--- config.mk ---
export PLATFORM = sky130hd
export DESIGN_NAME = pulse_stretcher_flat
export DESIGN_NICKNAME = d
export VERILOG_FILES = /design/src/rtl/pulse_stretcher_pkg.sv /design/src/rtl/pulse_stretcher_if.sv /design/src/rtl/pulse_stretcher_sat_updown_counter.sv /design/src/rtl/pulse_stretcher.sv /design/src/flat_wrapper.sv
export SDC_FILE = /design/constraint.sdc
export NUM_CORES = 1
export LEC_CHECK = 0
export CORE_MARGIN = 2
export CORE_UTILIZATION = 45
export DETAILED_ROUTE_END_ITERATION = 12
export DONT_BUFFER_PORTS = 1
export PLACE_DENSITY = 0.56
export SYNTH_ARGS = -nofsm -noshare
export SYNTH_HDL_FRONTEND = slang
export SYNTH_SLANG_ARGS = --single-unit
--- constraint.sdc ---
create_clock -name clk -period 3.8 [get_ports clk]
set_input_delay 0.76 -clock clk [delete_from_list [all_inputs] [get_ports clk]]
set_output_delay 0.76 -clock clk [all_outputs]
set_load 0.01 [all_outputs]
--- src/rtl/pulse_stretcher_pkg.sv ---
// rtl/pulse_stretcher_pkg.sv - shared state encoding and default widths for the pulse stretcher
//
// Purpose : state encoding and default parameter values, shared with the DMA
//           status/IRQ blocks that decode the stretcher's busy state.
// Contents: LEN_W_DEF, PEND_W_DEF, ps_state_e {ST_IDLE, ST_HIGH, ST_GAP}
package pulse_stretcher_pkg;

    localparam int LEN_W_DEF  = 8;
    localparam int PEND_W_DEF = 4;

    typedef enum logic [1:0] {
        ST_IDLE = 2'd0,
        ST_HIGH = 2'd1,
        ST_GAP  = 2'd2
    } ps_state_e;

endpackage

--- src/rtl/pulse_stretcher_if.sv ---
// rtl/pulse_stretcher_if.sv - event in / stretched level out bundle for the pulse stretcher
//
// Purpose : groups the event input, length controls and status outputs.
// Signals : pulse_in, pulse_len[LEN_W], gap_len[LEN_W]            (master -> slave)
//           level_out, busy, pending[PEND_W], overflow             (slave -> master)
// Modports: master (event source / consumer side), slave (pulse_stretcher)
interface pulse_stretcher_if
    import pulse_stretcher_pkg::*;
#(
    parameter int LEN_W  = LEN_W_DEF,
    parameter int PEND_W = PEND_W_DEF
) ();

    logic              pulse_in;
    logic [LEN_W-1:0]  pulse_len;
    logic [LEN_W-1:0]  gap_len;
    logic              level_out;
    logic              busy;
    logic [PEND_W-1:0] pending;
    logic              overflow;

    modport master (
        output pulse_in, pulse_len, gap_len,
        input  level_out, busy, pending, overflow
    );

    modport slave (
        input  pulse_in, pulse_len, gap_len,
        output level_out, busy, pending, overflow
    );

endinterface

--- src/rtl/pulse_stretcher_sat_updown_counter.sv ---
// rtl/pulse_stretcher_sat_updown_counter.sv - saturating up/down event counter with overflow strobe
//
// Purpose : counts queued events; an increment at full scale is dropped and
//           reported as a one-cycle overflow pulse.
// Ports   : clk, rst (async, active-low), inc_i, dec_i,
//           count_o[W] (registered), overflow_o (registered one-cycle strobe)
module sat_updown_counter #(
    parameter int W = 4
) (
    input  logic         clk,
    input  logic         rst,
    input  logic         inc_i,
    input  logic         dec_i,
    output logic [W-1:0] count_o,
    output logic         overflow_o
);

    localparam logic [W-1:0] CNT_MAX = {W{1'b1}};
    localparam logic [W-1:0] CNT_ONE = {{(W-1){1'b0}}, 1'b1};

    logic [W-1:0] count_q, count_d;
    logic         ovf_q, ovf_d;

    // Simultaneous inc and dec cancel, so a full counter never drops an
    // event that is being consumed on the same cycle.
    always_comb begin
        count_d = count_q;
        ovf_d   = 1'b0;
        if (inc_i && !dec_i) begin
            if (count_q == CNT_MAX) begin
                ovf_d = 1'b1;
            end else begin
                count_d = count_q + CNT_ONE;
            end
        end else if (dec_i && !inc_i && (count_q != '0)) begin
            count_d = count_q - CNT_ONE;
        end
    end

    always_ff @(posedge clk or negedge rst) begin
        if (!rst) begin
            count_q <= '0;
            ovf_q   <= 1'b0;
        end else begin
            count_q <= count_d;
            ovf_q   <= ovf_d;
        end
    end

    assign count_o    = count_q;
    assign overflow_o = ovf_q;

endmodule

--- src/rtl/pulse_stretcher.sv ---
// rtl/pulse_stretcher.sv - stretches single-cycle events into gapped level pulses with an event queue
//
// Purpose : each pulse_in event becomes max(pulse_len,1) high cycles on
//           level_out, separated by at least gap_len low cycles; events that
//           arrive while busy are queued and replayed in order.
// Ports   : clk, rst (async, active-low), bus (pulse_stretcher_if.slave)
module pulse_stretcher
    import pulse_stretcher_pkg::*;
#(
    parameter int LEN_W  = LEN_W_DEF,
    parameter int PEND_W = PEND_W_DEF
) (
    input  logic             clk,
    input  logic             rst,
    pulse_stretcher_if.slave bus
);

    localparam logic [LEN_W-1:0] LEN_ONE = {{(LEN_W-1){1'b0}}, 1'b1};

    ps_state_e         state_q, state_d;
    logic [LEN_W-1:0]  cnt_q, cnt_d;
    logic              level_q, level_d;
    logic [LEN_W-1:0]  high_cnt;
    logic              eff_nz;
    logic              start;
    logic [PEND_W-1:0] pending;
    logic              overflow;

    // Reload value for a HIGH phase; a zero length still yields one cycle.
    assign high_cnt = (bus.pulse_len == '0) ? '0 : bus.pulse_len - LEN_ONE;
    // An event is available if one is queued or one arrives this cycle.
    assign eff_nz   = bus.pulse_in | (pending != '0);

    always_comb begin
        state_d = state_q;
        cnt_d   = cnt_q;
        start   = 1'b0;
        case (state_q)
            ST_IDLE: begin
                if (bus.pulse_in) begin
                    start   = 1'b1;
                    state_d = ST_HIGH;
                    cnt_d   = high_cnt;
                end
            end
            ST_HIGH: begin
                if (cnt_q != '0) begin
                    cnt_d = cnt_q - LEN_ONE;
                end else if (bus.gap_len != '0) begin
                    state_d = ST_GAP;
                    cnt_d   = bus.gap_len - LEN_ONE;
                end else if (eff_nz) begin
                    // No gap requested: chain straight into the next pulse.
                    start   = 1'b1;
                    state_d = ST_HIGH;
                    cnt_d   = high_cnt;
                end else begin
                    state_d = ST_IDLE;
                end
            end
            ST_GAP: begin
                if (cnt_q != '0) begin
                    cnt_d = cnt_q - LEN_ONE;
                end else if (eff_nz) begin
                    start   = 1'b1;
                    state_d = ST_HIGH;
                    cnt_d   = high_cnt;
                end else begin
                    state_d = ST_IDLE;
                end
            end
            default: begin
                state_d = ST_IDLE;
                cnt_d   = '0;
            end
        endcase
        level_d = (state_d == ST_HIGH);
    end

    always_ff @(posedge clk or negedge rst) begin
        if (!rst) begin
            state_q <= ST_IDLE;
            cnt_q   <= '0;
            level_q <= 1'b0;
        end else begin
            state_q <= state_d;
            cnt_q   <= cnt_d;
            level_q <= level_d;
        end
    end

    // A start takes pulse_in first when present; inc/dec cancel in that case,
    // which also keeps pending at zero for a start out of IDLE.
    sat_updown_counter #(
        .W (PEND_W)
    ) u_pend (
        .clk        (clk),
        .rst        (rst),
        .inc_i      (bus.pulse_in),
        .dec_i      (start),
        .count_o    (pending),
        .overflow_o (overflow)
    );

    assign bus.level_out = level_q;
    assign bus.busy      = (state_q != ST_IDLE);
    assign bus.pending   = pending;
    assign bus.overflow  = overflow;

endmodule

--- src/flat_wrapper.sv ---
// flat-port wrapper written by rule: the top's interface ports become plain ports
module pulse_stretcher_flat import pulse_stretcher_pkg::*;
#(
    parameter int LEN_W  = LEN_W_DEF,
    parameter int PEND_W = PEND_W_DEF
)
  (clk, rst, bus_pulse_in, bus_pulse_len, bus_gap_len, bus_level_out, bus_busy, bus_pending, bus_overflow);
  pulse_stretcher_if #(.LEN_W(LEN_W), .PEND_W(PEND_W)) bus_i ();
  input  logic clk;
  input  logic rst;
  input wire logic [$bits(bus_i.pulse_in)-1:0] bus_pulse_in;
  input wire logic [$bits(bus_i.pulse_len)-1:0] bus_pulse_len;
  input wire logic [$bits(bus_i.gap_len)-1:0] bus_gap_len;
  output wire logic [$bits(bus_i.level_out)-1:0] bus_level_out;
  output wire logic [$bits(bus_i.busy)-1:0] bus_busy;
  output wire logic [$bits(bus_i.pending)-1:0] bus_pending;
  output wire logic [$bits(bus_i.overflow)-1:0] bus_overflow;
  assign bus_i.pulse_in = bus_pulse_in;
  assign bus_i.pulse_len = bus_pulse_len;
  assign bus_i.gap_len = bus_gap_len;
  assign bus_level_out = bus_i.level_out;
  assign bus_busy = bus_i.busy;
  assign bus_pending = bus_i.pending;
  assign bus_overflow = bus_i.overflow;
  pulse_stretcher #(.LEN_W(LEN_W), .PEND_W(PEND_W)) u_core (.clk(clk), .rst(rst), .bus(bus_i));
endmodule
==> results.md <==
- Setup TNS: 0 ps
- Row count: 22
- Crit Path Max Fanout: 6
- Element type at the critical path start: flop
- Compound-Gate Fraction of Synth Area: 27.4%
- Root Driver: clkbuf_8
- Die height: 66.1 um
- Post-CTS setup buffer count: 0
- CP arrival: 3400 ps
- Post-synth EDFFs: 0
- Mapped Area: 0.00173 mm2
- Clock Skew: 2.34 ps
- Max-slew violation count: 0
- Synth top cells by count: 20 x nor2_1, 17 x nand2_1, 16 x dfrtp_1
- Power per cell area: 490 mW/mm2
- Initial antenna violation count: 0
- Fill cell count: 355
- CTS tree: yes
- Final ANT Viol Nets: 0
- Final hold violation count: 0
- Area contributors post-synth: dfrtp_1 23%, ha_1 5.8%, nor2_1 4.3%
- Flops & latches, synth: 16
- Pleak: 0.650 nW
- Detail-routed net length per standard cell: 19.0 um
- Total wire length: 4.92 mm
- Remaining Overflow, GRT: 0
- H-tree depth: 1
- Worst vdd ir: 279 uV
- Largest family of logic cells by synthesized area: simple AND/OR/NAND/NOR gates
- Synth Warn #: 0
- DPL Wire Length: 3.85 mm
- CTS clk-pin slew, worst paths: 70 ps
- Main synth FF type: dfrtp_1
- Synth Area in XOR/XNOR: 5.56%
- Initial DRT Pass Iterations: 4
- Port Buf Inserts: 0
- Total number of vias: 1745
- # DRC: 0
- Gr usage total: 24.8%
- FMAX: 0.307 GHz
- Initial DRC Count: 125
- Synthesized area per cell: 8.14 um2
- Seq/Total Area, Yosys: 23.1%
- Most frequent cell after synthesis: nor2_1
- Total clock sinks: 16
- Synth async-reset ratio: 100%
- Effective utilization at floorplan: 47.0%
- Fin util: 49.4%
- Largest net degree at the start of global routing: 17
- Min-Delay Path Class: primary input to asynchronous set/reset pin
- Leading area contributor after synthesis: dfrtp_1
- Req. time, crit path: 3940 ps
- IO Count: 26
- First-pass GRT wire length: 8.28 mm
- Rel. slew slack: 36.5%
- Final Wtd Congestion: 0.920
- Setup-failing EPs final: 0
- P&R area growth vs syn: 5.13%
- Die ar.: 0.00436 mm2
- Drt via density: 6.74
- Diodes inserted: 0
- Unrepaired setup endpoints after global routing: false
- Number of library cell types mapped by synthesis: 58
- DIE WIDTH: 66.1 um
- Core area: 0.00369 mm2
- Outcome: completed
- Worst skew pair latency: 250 ps
- Layout cell share with drive strength beyond 1: 8.53%
- Tmin final: 3260 ps
- # nets final: 241
- Hold-fix buffers at CTS: 0
- Number of global-route vias before repair: 1776
- PostCTS Resize Cnt: 0
- Post-synth net total: 241
- Simple-Gate Fraction of Synth Area: 29.9%
- Post-synth top area share: 23.1%
- CTS Buf Count: 3
- Worst Path Class, Setup: flop to flop
- Clk buf depth: 2
- Tcrit/Tclk final: 85.8%
- MaxCap Viol Count: 0
- Tightest Pin Transition: 946 ps
- Mux cell area share after synthesis: 3.75%
- Syn Inst Count: 213
- Adder-cell share of the synthesized area: 6.93%
- Worst Setup End Kind: flop
## cells by family (layout without fill, tap and decap cells)
| kind of cell | count (synthesis) | in the layout |
|---|---|---|
| xor+xnor | 11 | 11 |
| simple gates | 89 | 89 |
| compound gates | 67 | 67 |
| flops | 16 | 16 |
| fa+ha+maj | 9 | 9 |
| mux | 6 | 6 |
| buf+inv | 15 | 13 |
## registers in the layout, indices dropped and copies added, names as in the netlist
signal and cells:
u_core.u_pend.overflow_o 1, u_core.bus.level_out 1, u_core.u_pend.count_o 4, u_core.state_q 2, u_core.cnt_q 8
## worst paths after layout
check | cells after the start | slack [ps] | to | start
max in group asynchronous | 0 | 3530 | u_core.cnt_q[3] | rst
min reg2reg | 2 | 580 | u_core.cnt_q[0] | u_core.cnt_q[0]
min in group clk | 2 | 580 | u_core.cnt_q[0] | u_core.cnt_q[0]
max | 11 | 540 | u_core.u_pend.count_o[3] | u_core.cnt_q[0]
max reg2reg | 11 | 540 | u_core.u_pend.count_o[3] | u_core.cnt_q[0]
min | 0 | 200 | u_core.cnt_q[6] | rst
## report_power, final
group          internal (W)  leakage [nW]  total [W]  switching (W)
sequential         0.000233         0.185   0.000360       0.000126
clock             0.0000704        0.0216   0.000132      0.0000614
combinational      0.000198         0.444   0.000402       0.000203
total              0.000502         0.650   0.000893       0.000391
## per-layer routing
| layer | routed length [um] | vias to the layer above | global-route usage [%] |
|---|---|---|---|
| met5 | 0 | - | 0 |
| met4 | 108 | 0 | 10.7 |
| met3 | 463 | 12 | 5.45 |
| met2 | 2250 | 99 | 37.9 |
| met1 | 2100 | 808 | 33.5 |
| li1 | - | 826 | - |
## area by class of cell
class | count | area [um2] | share of cell area [%]
Inverter | 8 | 30.0 | 1.65
Timing Repair Buffer | 2 | 15.0 | 0.824
Clock buffer | 3 | 41.3 | 2.27
Multi-Input combinational cell | 182 | 1270 | 70.0
Tap cell | 48 | 60.1 | 3.30
Sequential cell | 16 | 400 | 22.0
## through the flow
step	area, um2	hold WS [ps]	std cells	worst slack [ps]	total power, W
floorplan	1730	464	213	657	0.000655
detailed placement	1780	465	256	395	0.000749
global placement	1780	465	256	495	0.000740
global route	1820	187	259	304	0.000963
CTS	1820	196	259	600	0.000882
finish	1820	197	259	541	0.000893
## critical path, stage by stage (launching register included)
cell	delay, ps
dfrtp_1	420
inv_1	130
ha_1	210
nor4b_2	440
nand4_1	320
nand2_1	240
ha_1	260
a21o_1	190
a21o_1	200
and2_0	150
a221o_1	330
a221o_1	260
## cells in the final DEF (no fill, tap or decap), types with 2 or more instances in the layout
| cell | count |
|---|---|
| nor2_1 | 20 |
| nand2_1 | 17 |
| dfrtp_1 | 16 |
| nor3_1 | 11 |
| a21oi_1 | 11 |
| inv_1 | 8 |
| o21ai_0 | 8 |
| ha_1 | 8 |
| o22ai_1 | 7 |
| nand3_1 | 7 |
| xnor2_1 | 7 |
| a31oi_1 | 6 |
| nand2b_1 | 5 |
| a211oi_1 | 5 |
| xor2_1 | 4 |
| mux2_2 | 4 |
| or4_1 | 3 |
| or3_1 | 3 |
| o211ai_1 | 3 |
| a21boi_0 | 3 |
| o32ai_1 | 3 |
| a21o_1 | 3 |
| clkbuf_8 | 3 |
| nor3b_1 | 2 |
| nor4_1 | 2 |
| nor2b_1 | 2 |
| and4_1 | 2 |
| o221ai_1 | 2 |
| a311oi_1 | 2 |
| mux2i_1 | 2 |
| o41ai_1 | 2 |
| and2_1 | 2 |
| a221o_1 | 2 |
| buf_4 | 2 |
Power figures use the tool's default switching activity.
